<file path="src/rtl/setpoints_pkg.sv">
// Shared constants and value tables for the setpoint memory.
// Every table entry is a value the 7-segment encoder downstream can display.
package setpoints_pkg;

  localparam int W_FREC = 8;
  localparam int W_CORR = 10;
  localparam int W_IDX  = 5;

  localparam logic [W_IDX-1:0] IDX_F_MAX = 5'd9;
  localparam logic [W_IDX-1:0] IDX_C_MAX = 5'd20;

  function automatic logic [W_FREC-1:0] tabla_f(input logic [W_IDX-1:0] idx);
    logic [W_FREC-1:0] valor;
    case (idx)
      5'd0:    valor = 8'd0;
      5'd1:    valor = 8'd30;
      5'd2:    valor = 8'd50;
      5'd3:    valor = 8'd75;
      5'd4:    valor = 8'd100;
      5'd5:    valor = 8'd125;
      5'd6:    valor = 8'd150;
      5'd7:    valor = 8'd175;
      5'd8:    valor = 8'd200;
      5'd9:    valor = 8'd250;
      default: valor = 8'd0;
    endcase
    return valor;
  endfunction

  // Current table is a uniform 50-unit ramp, so it is computed rather than listed.
  function automatic logic [W_CORR-1:0] tabla_c(input logic [W_IDX-1:0] idx);
    logic [W_CORR-1:0] idx_ext;
    idx_ext = {{(W_CORR-W_IDX){1'b0}}, idx};
    return idx_ext * 10'd50;
  endfunction

endpackage

</file>
<file path="src/rtl/memoria_setpoints_if.sv">
// Button inputs and setpoint outputs of memoria_setpoints, bundled as one interface.
interface memoria_setpoints_if;
  import setpoints_pkg::*;

  logic              btn_up;
  logic              btn_down;
  logic              btn_modo;
  logic [W_FREC-1:0] frecuencia;
  logic [W_CORR-1:0] corriente;
  logic              control;
  logic              cambio;

  modport slave (
    input  btn_up, btn_down, btn_modo,
    output frecuencia, corriente, control, cambio
  );

  modport master (
    output btn_up, btn_down, btn_modo,
    input  frecuencia, corriente, control, cambio
  );
endinterface

</file>
<file path="src/rtl/antirrebote.sv">
// One push-button: 2-FF synchronizer, debounce counter and rising-edge pulse.
// A level already held when reset releases is ignored until it is seen released.
module antirrebote #(
  parameter int DEBOUNCE_CYCLES = 16
) (
  input  logic clk_d,
  input  logic reset,
  input  logic boton,
`ifdef AUTORREPETICION_EN
  output logic nivel,
`endif
  output logic pulso
);
  localparam int W_CNT = $clog2(DEBOUNCE_CYCLES);
  localparam logic [W_CNT-1:0] CNT_FIN = W_CNT'(DEBOUNCE_CYCLES - 1);

  logic             sinc1_reg, sinc2_reg;
  logic             vld1_reg, vld2_reg;
  logic             nivel_reg, armado_reg, pulso_reg;
  logic [W_CNT-1:0] cnt_reg;

  always_ff @(posedge clk_d or posedge reset) begin
    if (reset) begin
      sinc1_reg  <= 1'b0;
      sinc2_reg  <= 1'b0;
      vld1_reg   <= 1'b0;
      vld2_reg   <= 1'b0;
      nivel_reg  <= 1'b0;
      armado_reg <= 1'b0;
      pulso_reg  <= 1'b0;
      cnt_reg    <= '0;
    end else begin
      sinc1_reg <= boton;
      sinc2_reg <= sinc1_reg;
      vld1_reg  <= 1'b1;
      vld2_reg  <= vld1_reg;
      pulso_reg <= 1'b0;
      // Arm only once a real released sample has crossed the synchronizer.
      if (vld2_reg && !sinc2_reg && !nivel_reg)
        armado_reg <= 1'b1;
      if (!vld2_reg || (sinc2_reg == nivel_reg)) begin
        cnt_reg <= '0;
      end else if (cnt_reg == CNT_FIN) begin
        nivel_reg <= sinc2_reg;
        pulso_reg <= sinc2_reg & armado_reg;
        cnt_reg   <= '0;
      end else begin
        cnt_reg <= cnt_reg + 1'b1;
      end
    end
  end

`ifdef AUTORREPETICION_EN
  assign nivel = nivel_reg & armado_reg;
`endif
  assign pulso = pulso_reg;

endmodule

</file>
<file path="src/rtl/memoria_setpoints.sv">
// Push-button setpoint memory feeding the 7-segment encoder of the DPWM design.
// Optional auto-repeat of held up/down buttons is enabled by defining AUTORREPETICION_EN.
module memoria_setpoints
  import setpoints_pkg::*;
#(
  parameter int DEBOUNCE_CYCLES = 16,
  parameter int HOLD_CYCLES     = 256,
  parameter int REPEAT_CYCLES   = 64
) (
  input  logic                 clk_d,
  input  logic                 reset,
  memoria_setpoints_if.slave   bus
);
  logic [2:0] boton;
  logic [2:0] pulso;
  logic       sube, baja;

  logic [W_IDX-1:0]  idx_f_reg, idx_f_next;
  logic [W_IDX-1:0]  idx_c_reg, idx_c_next;
  logic [W_FREC-1:0] frec_reg, frec_next;
  logic [W_CORR-1:0] corr_reg, corr_next;
  logic              control_reg, control_next;
  logic              cambio_reg, cambio_next;

  // Bit 0 = up, bit 1 = down, bit 2 = mode.
  assign boton = {bus.btn_modo, bus.btn_down, bus.btn_up};

`ifdef AUTORREPETICION_EN
  logic [2:0] nivel;
`endif

  generate
    for (genvar gi = 0; gi < 3; gi++) begin : g_boton
      antirrebote #(
        .DEBOUNCE_CYCLES(DEBOUNCE_CYCLES)
      ) u_antirrebote (
        .clk_d (clk_d),
        .reset (reset),
        .boton (boton[gi]),
`ifdef AUTORREPETICION_EN
        .nivel (nivel[gi]),
`endif
        .pulso (pulso[gi])
      );
    end
  endgenerate

`ifdef AUTORREPETICION_EN
  localparam int REP_MAX = (HOLD_CYCLES > REPEAT_CYCLES) ? HOLD_CYCLES : REPEAT_CYCLES;
  localparam int W_REP   = $clog2(REP_MAX + 1);
  localparam logic [W_REP-1:0] REP_HOLD_FIN = W_REP'(HOLD_CYCLES - 1);
  localparam logic [W_REP-1:0] REP_PER_FIN  = W_REP'(REPEAT_CYCLES - 1);

  logic [W_REP-1:0] rep_cnt_reg;
  logic             repitiendo_reg, rep_pulso_reg;

  // Only a single held direction repeats; release or both held restarts the hold delay.
  always_ff @(posedge clk_d or posedge reset) begin
    if (reset) begin
      rep_cnt_reg    <= '0;
      repitiendo_reg <= 1'b0;
      rep_pulso_reg  <= 1'b0;
    end else begin
      rep_pulso_reg <= 1'b0;
      if (!(nivel[0] ^ nivel[1])) begin
        rep_cnt_reg    <= '0;
        repitiendo_reg <= 1'b0;
      end else if (rep_cnt_reg == (repitiendo_reg ? REP_PER_FIN : REP_HOLD_FIN)) begin
        rep_cnt_reg    <= '0;
        repitiendo_reg <= 1'b1;
        rep_pulso_reg  <= 1'b1;
      end else begin
        rep_cnt_reg <= rep_cnt_reg + 1'b1;
      end
    end
  end

  assign sube = pulso[0] | (rep_pulso_reg & nivel[0]);
  assign baja = pulso[1] | (rep_pulso_reg & nivel[1]);
`else
  assign sube = pulso[0];
  assign baja = pulso[1];
`endif

  // The step targets the mode held in control_reg, so a simultaneous mode press
  // steps the old mode and toggles in the same cycle.
  always_comb begin
    idx_f_next   = idx_f_reg;
    idx_c_next   = idx_c_reg;
    control_next = control_reg ^ pulso[2];
    if (sube && !baja) begin
      if (control_reg) begin
        if (idx_f_reg != IDX_F_MAX) idx_f_next = idx_f_reg + 1'b1;
      end else begin
        if (idx_c_reg != IDX_C_MAX) idx_c_next = idx_c_reg + 1'b1;
      end
    end else if (baja && !sube) begin
      if (control_reg) begin
        if (idx_f_reg != '0) idx_f_next = idx_f_reg - 1'b1;
      end else begin
        if (idx_c_reg != '0) idx_c_next = idx_c_reg - 1'b1;
      end
    end
    frec_next   = tabla_f(idx_f_next);
    corr_next   = tabla_c(idx_c_next);
    cambio_next = (frec_next != frec_reg) || (corr_next != corr_reg) ||
                  (control_next != control_reg);
  end

  always_ff @(posedge clk_d or posedge reset) begin
    if (reset) begin
      idx_f_reg   <= '0;
      idx_c_reg   <= '0;
      frec_reg    <= '0;
      corr_reg    <= '0;
      control_reg <= 1'b1;
      cambio_reg  <= 1'b0;
    end else begin
      idx_f_reg   <= idx_f_next;
      idx_c_reg   <= idx_c_next;
      frec_reg    <= frec_next;
      corr_reg    <= corr_next;
      control_reg <= control_next;
      cambio_reg  <= cambio_next;
    end
  end

  assign bus.frecuencia = frec_reg;
  assign bus.corriente  = corr_reg;
  assign bus.control    = control_reg;
  assign bus.cambio     = cambio_reg;

endmodule

</file>
<file path="src/flat_wrapper.sv">
// flat-port wrapper written by rule: the top's interface ports become plain ports
module memoria_setpoints_flat import setpoints_pkg::*;
#(
  parameter int DEBOUNCE_CYCLES = 16,
  parameter int HOLD_CYCLES     = 256,
  parameter int REPEAT_CYCLES   = 64
)
  (clk_d, reset, bus_btn_up, bus_btn_down, bus_btn_modo, bus_frecuencia, bus_corriente, bus_control, bus_cambio);
  memoria_setpoints_if bus_i ();
  input  logic clk_d;
  input  logic reset;
  input wire logic [$bits(bus_i.btn_up)-1:0] bus_btn_up;
  input wire logic [$bits(bus_i.btn_down)-1:0] bus_btn_down;
  input wire logic [$bits(bus_i.btn_modo)-1:0] bus_btn_modo;
  output wire logic [$bits(bus_i.frecuencia)-1:0] bus_frecuencia;
  output wire logic [$bits(bus_i.corriente)-1:0] bus_corriente;
  output wire logic [$bits(bus_i.control)-1:0] bus_control;
  output wire logic [$bits(bus_i.cambio)-1:0] bus_cambio;
  assign bus_i.btn_up = bus_btn_up;
  assign bus_i.btn_down = bus_btn_down;
  assign bus_i.btn_modo = bus_btn_modo;
  assign bus_frecuencia = bus_i.frecuencia;
  assign bus_corriente = bus_i.corriente;
  assign bus_control = bus_i.control;
  assign bus_cambio = bus_i.cambio;
  memoria_setpoints #(.DEBOUNCE_CYCLES(DEBOUNCE_CYCLES), .HOLD_CYCLES(HOLD_CYCLES), .REPEAT_CYCLES(REPEAT_CYCLES)) u_core (.clk_d(clk_d), .reset(reset), .bus(bus_i));
endmodule
</file>
<file path="config.mk">
export PLATFORM = sky130hd
export DESIGN_NAME = memoria_setpoints_flat
export DESIGN_NICKNAME = d
export VERILOG_FILES = /design/src/rtl/setpoints_pkg.sv /design/src/rtl/memoria_setpoints_if.sv /design/src/rtl/antirrebote.sv /design/src/rtl/memoria_setpoints.sv /design/src/flat_wrapper.sv
export SDC_FILE = /design/constraint.sdc
export NUM_CORES = 1
export LEC_CHECK = 0
export CAP_MARGIN = 40
export CORE_ASPECT_RATIO = 1.5
export CORE_MARGIN = 8
export CORE_UTILIZATION = 30
export DETAILED_ROUTE_END_ITERATION = 12
export PLACE_DENSITY = 0.45
export SETUP_SLACK_MARGIN = 0.3
export SYNTH_ARGS = -nofsm -noshare
export SYNTH_HDL_FRONTEND = slang
export SYNTH_SLANG_ARGS = --single-unit
</file>
<file path="constraint.sdc">
create_clock -name clk_d -period 4.9 [get_ports clk_d]
set_clock_uncertainty 0.05 [all_clocks]
set_input_delay 0.735 -clock clk_d [delete_from_list [all_inputs] [get_ports clk_d]]
set_output_delay 0.735 -clock clk_d [all_outputs]
set_load 0.01 [all_outputs]
</file>
==> impl_metrics.prom <==
# TYPE chip_impl_metric gauge
chip_impl_metric{name="die_w",unit="um"} 103
chip_impl_info{name="crit_type",value="reg2reg"} 1
chip_impl_metric{name="floorplan.die.height",unit="um"} 146
chip_impl_metric{name="timing.final.setup_violations",unit=""} 0
chip_impl_metric{name="grt_use_total",unit="%"} 10.9
chip_impl_metric{name="holdPathStages",unit=""} 0
chip_impl_metric{name="crit_path_max_fanout",unit=""} 4
chip_impl_info{name="clock_tree.root_cell",value="sky130_fd_sc_hd__clkbuf_16"} 1
chip_impl_metric{name="ios",unit=""} 25
chip_impl_metric{name="post-route-min-period",unit="ns"} 4.27
chip_impl_metric{name="comb_power_share",unit="%"} 2.2
chip_impl_metric{name="grt_overflow_total",unit=""} 0
chip_impl_metric{name="switchingPower",unit="uW"} 175
chip_impl_metric{name="power.clock.fraction",unit="%"} 44.9
chip_impl_metric{name="pin_count_of_the_biggest_net_entering_global_routing",unit=""} 39
chip_impl_metric{name="yosys_register_bits",unit=""} 55
chip_impl_metric{name="first_pass_iteration_count_of_the_detailed_router",unit=""} 5
chip_impl_metric{name="number_of_nets_in_the_finished_design",unit=""} 398
chip_impl_metric{name="synth_net_count",unit=""} 370
chip_impl_metric{name="p_leak",unit="uW"} 0.00182
chip_impl_metric{name="routed_wirelength",unit="um"} 7700
chip_impl_metric{name="edff_count_synth",unit=""} 0
chip_impl_metric{name="antennaDiodeCount",unit=""} 0
chip_impl_metric{name="wire_length_of_the_first_global_routing_pass",unit="um"} 13000
chip_impl_metric{name="antenna_viol_nets_final",unit=""} 0
chip_impl_metric{name="slew-limit-headroom",unit="%"} 63.9
chip_impl_metric{name="timing.fmax",unit="GHz"} 0.234
chip_impl_metric{name="total_clock_buffers_created_by_cts",unit=""} 5
chip_impl_metric{name="post_route_cells_drive_above_1_share",unit="%"} 13.7
chip_impl_metric{name="yosys_warnings",unit=""} 0
chip_impl_info{name="layout.cells.most_common",value="sky130_fd_sc_hd__dfrtp_1"} 1
chip_impl_metric{name="hold_violations",unit=""} 0
chip_impl_metric{name="drt_drc_violations_left",unit=""} 0
chip_impl_metric{name="flow.area_growth_from_synthesis",unit="%"} 18.2
chip_impl_metric{name="clock_tree.buffer_depth",unit=""} 2
chip_impl_metric{name="fin_total_pwr",unit="uW"} 880
chip_impl_info{name="holdCritStartpoint",value="u_core.g_boton[2].u_antirrebote.sinc1_reg"} 1
chip_impl_info{name="min_to",value="u_core.g_boton[2].u_antirrebote.sinc2_reg"} 1
chip_impl_info{name="synthFlopType",value="sky130_fd_sc_hd__dfrtp_1"} 1
chip_impl_metric{name="netlist_instances",unit=""} 336
chip_impl_info{name="critical_path.reg2reg.startpoint",value="u_core.idx_c_reg[0]"} 1
chip_impl_info{name="top_library_cells_by_usage_in_the_layout_fill_and_taps_aside",value="sky130_fd_sc_hd__dfrtp_1, sky130_fd_sc_hd__ha_1, sky130_fd_sc_hd__a21oi_1, sky130_fd_sc_hd__nor2_1, sky130_fd_sc_hd__clkdlybuf4s50_1"} 1
chip_impl_info{name="critical_path.startpoint",value="u_core.idx_c_reg[0]"} 1
chip_impl_metric{name="ff2ff_setup_slack",unit="ns"} 0.63
chip_impl_metric{name="design.die.area",unit="um2"} 15000
chip_impl_metric{name="crit_share_post_route",unit="%"} 87.1
chip_impl_info{name="run_status",value="complete, no violations"} 1
chip_impl_metric{name="grt_pass1_vias",unit=""} 2616
chip_impl_info{name="min-delay-path-class",value="reg2reg"} 1
chip_impl_metric{name="cts.sink_count",unit=""} 55
chip_impl_metric{name="tightestPinTransition",unit="ns"} 0.541
chip_impl_metric{name="detail_route.vias_per_cell",unit=""} 4.93
chip_impl_metric{name="power.internal",unit="uW"} 704
chip_impl_info{name="grt_setup_unrepaired",value="no"} 1
chip_impl_metric{name="post_synth_num_cell_types",unit=""} 66
chip_impl_metric{name="postCtsSetupBuffers",unit=""} 0
chip_impl_metric{name="start_util",unit="%"} 30.8
chip_impl_metric{name="path_clk_slew",unit="ns"} 0.07
chip_impl_metric{name="ys_async_sr_fraction",unit="%"} 100
chip_impl_metric{name="worst-endpoint-required",unit="ns"} 5.02
chip_impl_metric{name="number_of_antenna_violations_at_the_first_check_in_global_routing",unit=""} 0
chip_impl_info{name="start_kind",value="flop"} 1
chip_impl_metric{name="power_density_relative_to_cell_area",unit="nW/um2"} 220
chip_impl_metric{name="timing.final.max_slew_violations",unit=""} 0
chip_impl_metric{name="syn_avg_cell_area",unit="um2"} 10.1
chip_impl_metric{name="setup_tns",unit="ns"} 0
chip_impl_info{name="worstReg2RegEnd",value="u_core.bus.cambio"} 1
chip_impl_info{name="cts_tree",value="built"} 1
chip_impl_metric{name="htree_num_levels",unit=""} 2
chip_impl_metric{name="maximum_capacitance_violations",unit=""} 0
chip_impl_metric{name="num_rows",unit=""} 47
chip_impl_metric{name="timing.critical_path.arrival",unit="ns"} 4.39
chip_impl_metric{name="place.gp.congestion",unit=""} 0.784
chip_impl_metric{name="wl_per_cell",unit="um"} 15.1
chip_impl_metric{name="detailedRoute.firstIterationViolations",unit=""} 101
chip_impl_metric{name="synthesis.area",unit="um2"} 3380
chip_impl_metric{name="largest_register_ff_count",unit=""} 12
chip_impl_metric{name="sequentialPowerShare",unit="%"} 52.9
chip_impl_metric{name="vdd.ir_drop.worst",unit="uV"} 208
chip_impl_metric{name="seq_total_area_yosys",unit="%"} 40.7
chip_impl_metric{name="clock_latency",unit="ns"} 0.29
chip_impl_metric{name="power.switching_fraction",unit="%"} 19.9
chip_impl_metric{name="hpwl",unit="um"} 5910
chip_impl_info{name="crit_path_end_kind",value="flop"} 1
chip_impl_metric{name="io_buffer_count",unit=""} 23
chip_impl_metric{name="core_area",unit="um2"} 11000
chip_impl_metric{name="overall_via_count_from_detail_route",unit=""} 2519
chip_impl_metric{name="timing.reg2reg.worst_path_depth",unit=""} 17
cells in the mapped netlist (3+ instances only):
cell type	number	area [um2]
sky130_fd_sc_hd__o21ai_0	9	45.0
sky130_fd_sc_hd__ha_1	28	350
sky130_fd_sc_hd__nor3_2	3	30.0
sky130_fd_sc_hd__dfrtp_1	54	1350
sky130_fd_sc_hd__nand2b_1	7	43.8
sky130_fd_sc_hd__nand3_1	10	50.1
sky130_fd_sc_hd__nor3_1	11	55.1
sky130_fd_sc_hd__nand3b_1	3	22.5
sky130_fd_sc_hd__inv_1	18	67.6
sky130_fd_sc_hd__o22ai_1	3	18.8
sky130_fd_sc_hd__xor2_1	12	105
sky130_fd_sc_hd__nor4_1	7	43.8
sky130_fd_sc_hd__nand4b_1	7	61.3
sky130_fd_sc_hd__buf_4	4	30.0
sky130_fd_sc_hd__clkbuf_1	7	26.3
sky130_fd_sc_hd__and3_1	7	43.8
sky130_fd_sc_hd__xnor2_1	12	105
sky130_fd_sc_hd__nor2_1	23	86.3
sky130_fd_sc_hd__a21oi_1	24	120
sky130_fd_sc_hd__a21o_1	6	45.0
sky130_fd_sc_hd__o31ai_1	3	22.5
sky130_fd_sc_hd__nand2_1	20	75.1
sky130_fd_sc_hd__mux2_2	5	56.3
through the flow:
stage | hold WS (ns) | cells | area, um2 | utilization [%] | worst slack (ns)
final | 0.300 | 511 | 4000 | 36.4 | 0.633
after global routing | 0.305 | 511 | 4000 | 36.4 | 0.328
after CTS | 0.303 | 511 | 4000 | 36.3 | 0.463
after detailed placement | 0.287 | 504 | 3810 | 34.6 | 0.0465
after global placement | 0.282 | 504 | 3810 | 34.6 | 0.144
after floorplan | 0.281 | 336 | 3380 | - | 0.374
layout make-up:
type	instances	area, um2
fillers	1108	7000
multi-input cells	246	1870
flip-flops and latches	55	1380
repair buffers	36	328
well taps	147	184
clock buffers	6	129
inverters	20	80.1
clock inverters	1	30.0
logic make-up after synthesis:
group           share of synthesized area, %
other cells                            0.222
simple gates                            20.2
fa+ha+maj                               10.9
xor+xnor                                6.21
mux                                     2.62
buf+inv                                 4.99
flops                                   40.7
compound gates                          14.1
layer usage:
| layer | vias to the layer above | GRT usage [%] | part of all wire (%) |
|---|---|---|---|
| li1 | 1244 | - | - |
| met3 | 5 | 2.09 | 3.0 |
| met5 | - | 0 | 0 |
| met4 | 0 | 3.54 | 1.4 |
| met2 | 38 | 20.0 | 55 |
| met1 | 1232 | 12.0 | 40 |
worst max-delay path, cell delays in order (launching register included):
cell and delay [ns]:
sky130_fd_sc_hd__dfrtp_1 0.37, sky130_fd_sc_hd__inv_1 0.12, sky130_fd_sc_hd__ha_1 0.17, sky130_fd_sc_hd__or4b_4 0.50, sky130_fd_sc_hd__nand2b_4 0.11, sky130_fd_sc_hd__o22ai_1 0.10, sky130_fd_sc_hd__a221oi_2 0.29, sky130_fd_sc_hd__ha_1 0.28
sky130_fd_sc_hd__ha_1 0.27, sky130_fd_sc_hd__ha_1 0.23, sky130_fd_sc_hd__fa_1 0.48, sky130_fd_sc_hd__xor2_1 0.18, sky130_fd_sc_hd__nor4_2 0.16, sky130_fd_sc_hd__nand2_1 0.11, sky130_fd_sc_hd__a2111oi_2 0.28, sky130_fd_sc_hd__nand4b_1 0.15
sky130_fd_sc_hd__nor4_1 0.18, sky130_fd_sc_hd__nand4_1 0.12
worst max-delay path by stage:
stage / to / slack [ns]
global placement: u_core.bus.cambio / 0.14
finish: u_core.bus.cambio / 0.63
detailed placement: u_core.bus.cambio / 0.05
CTS: u_core.bus.cambio / 0.46
floorplan: u_core.bus.cambio / 0.37
global route: u_core.bus.cambio / 0.33
power groups by stage:
stage | logic [uW] | clock network, uW | registers, uW
final | 19.5 | 395 | 465
after detailed placement | 20.3 | 0 | 474
after global routing | 23.3 | 427 | 466
after global placement | 20.5 | 0 | 474
after floorplan | 13.8 | 0 | 472
after CTS | 20.5 | 411 | 465
repair_timing:
item	in CTS	in global routing
hold buffers	0	0
pin swaps	0	3
gates resized for setup	6	2
endpoints found under the hold margin	0	0
setup endpoints to repair	1	1
(Power assumes the default switching activity.)
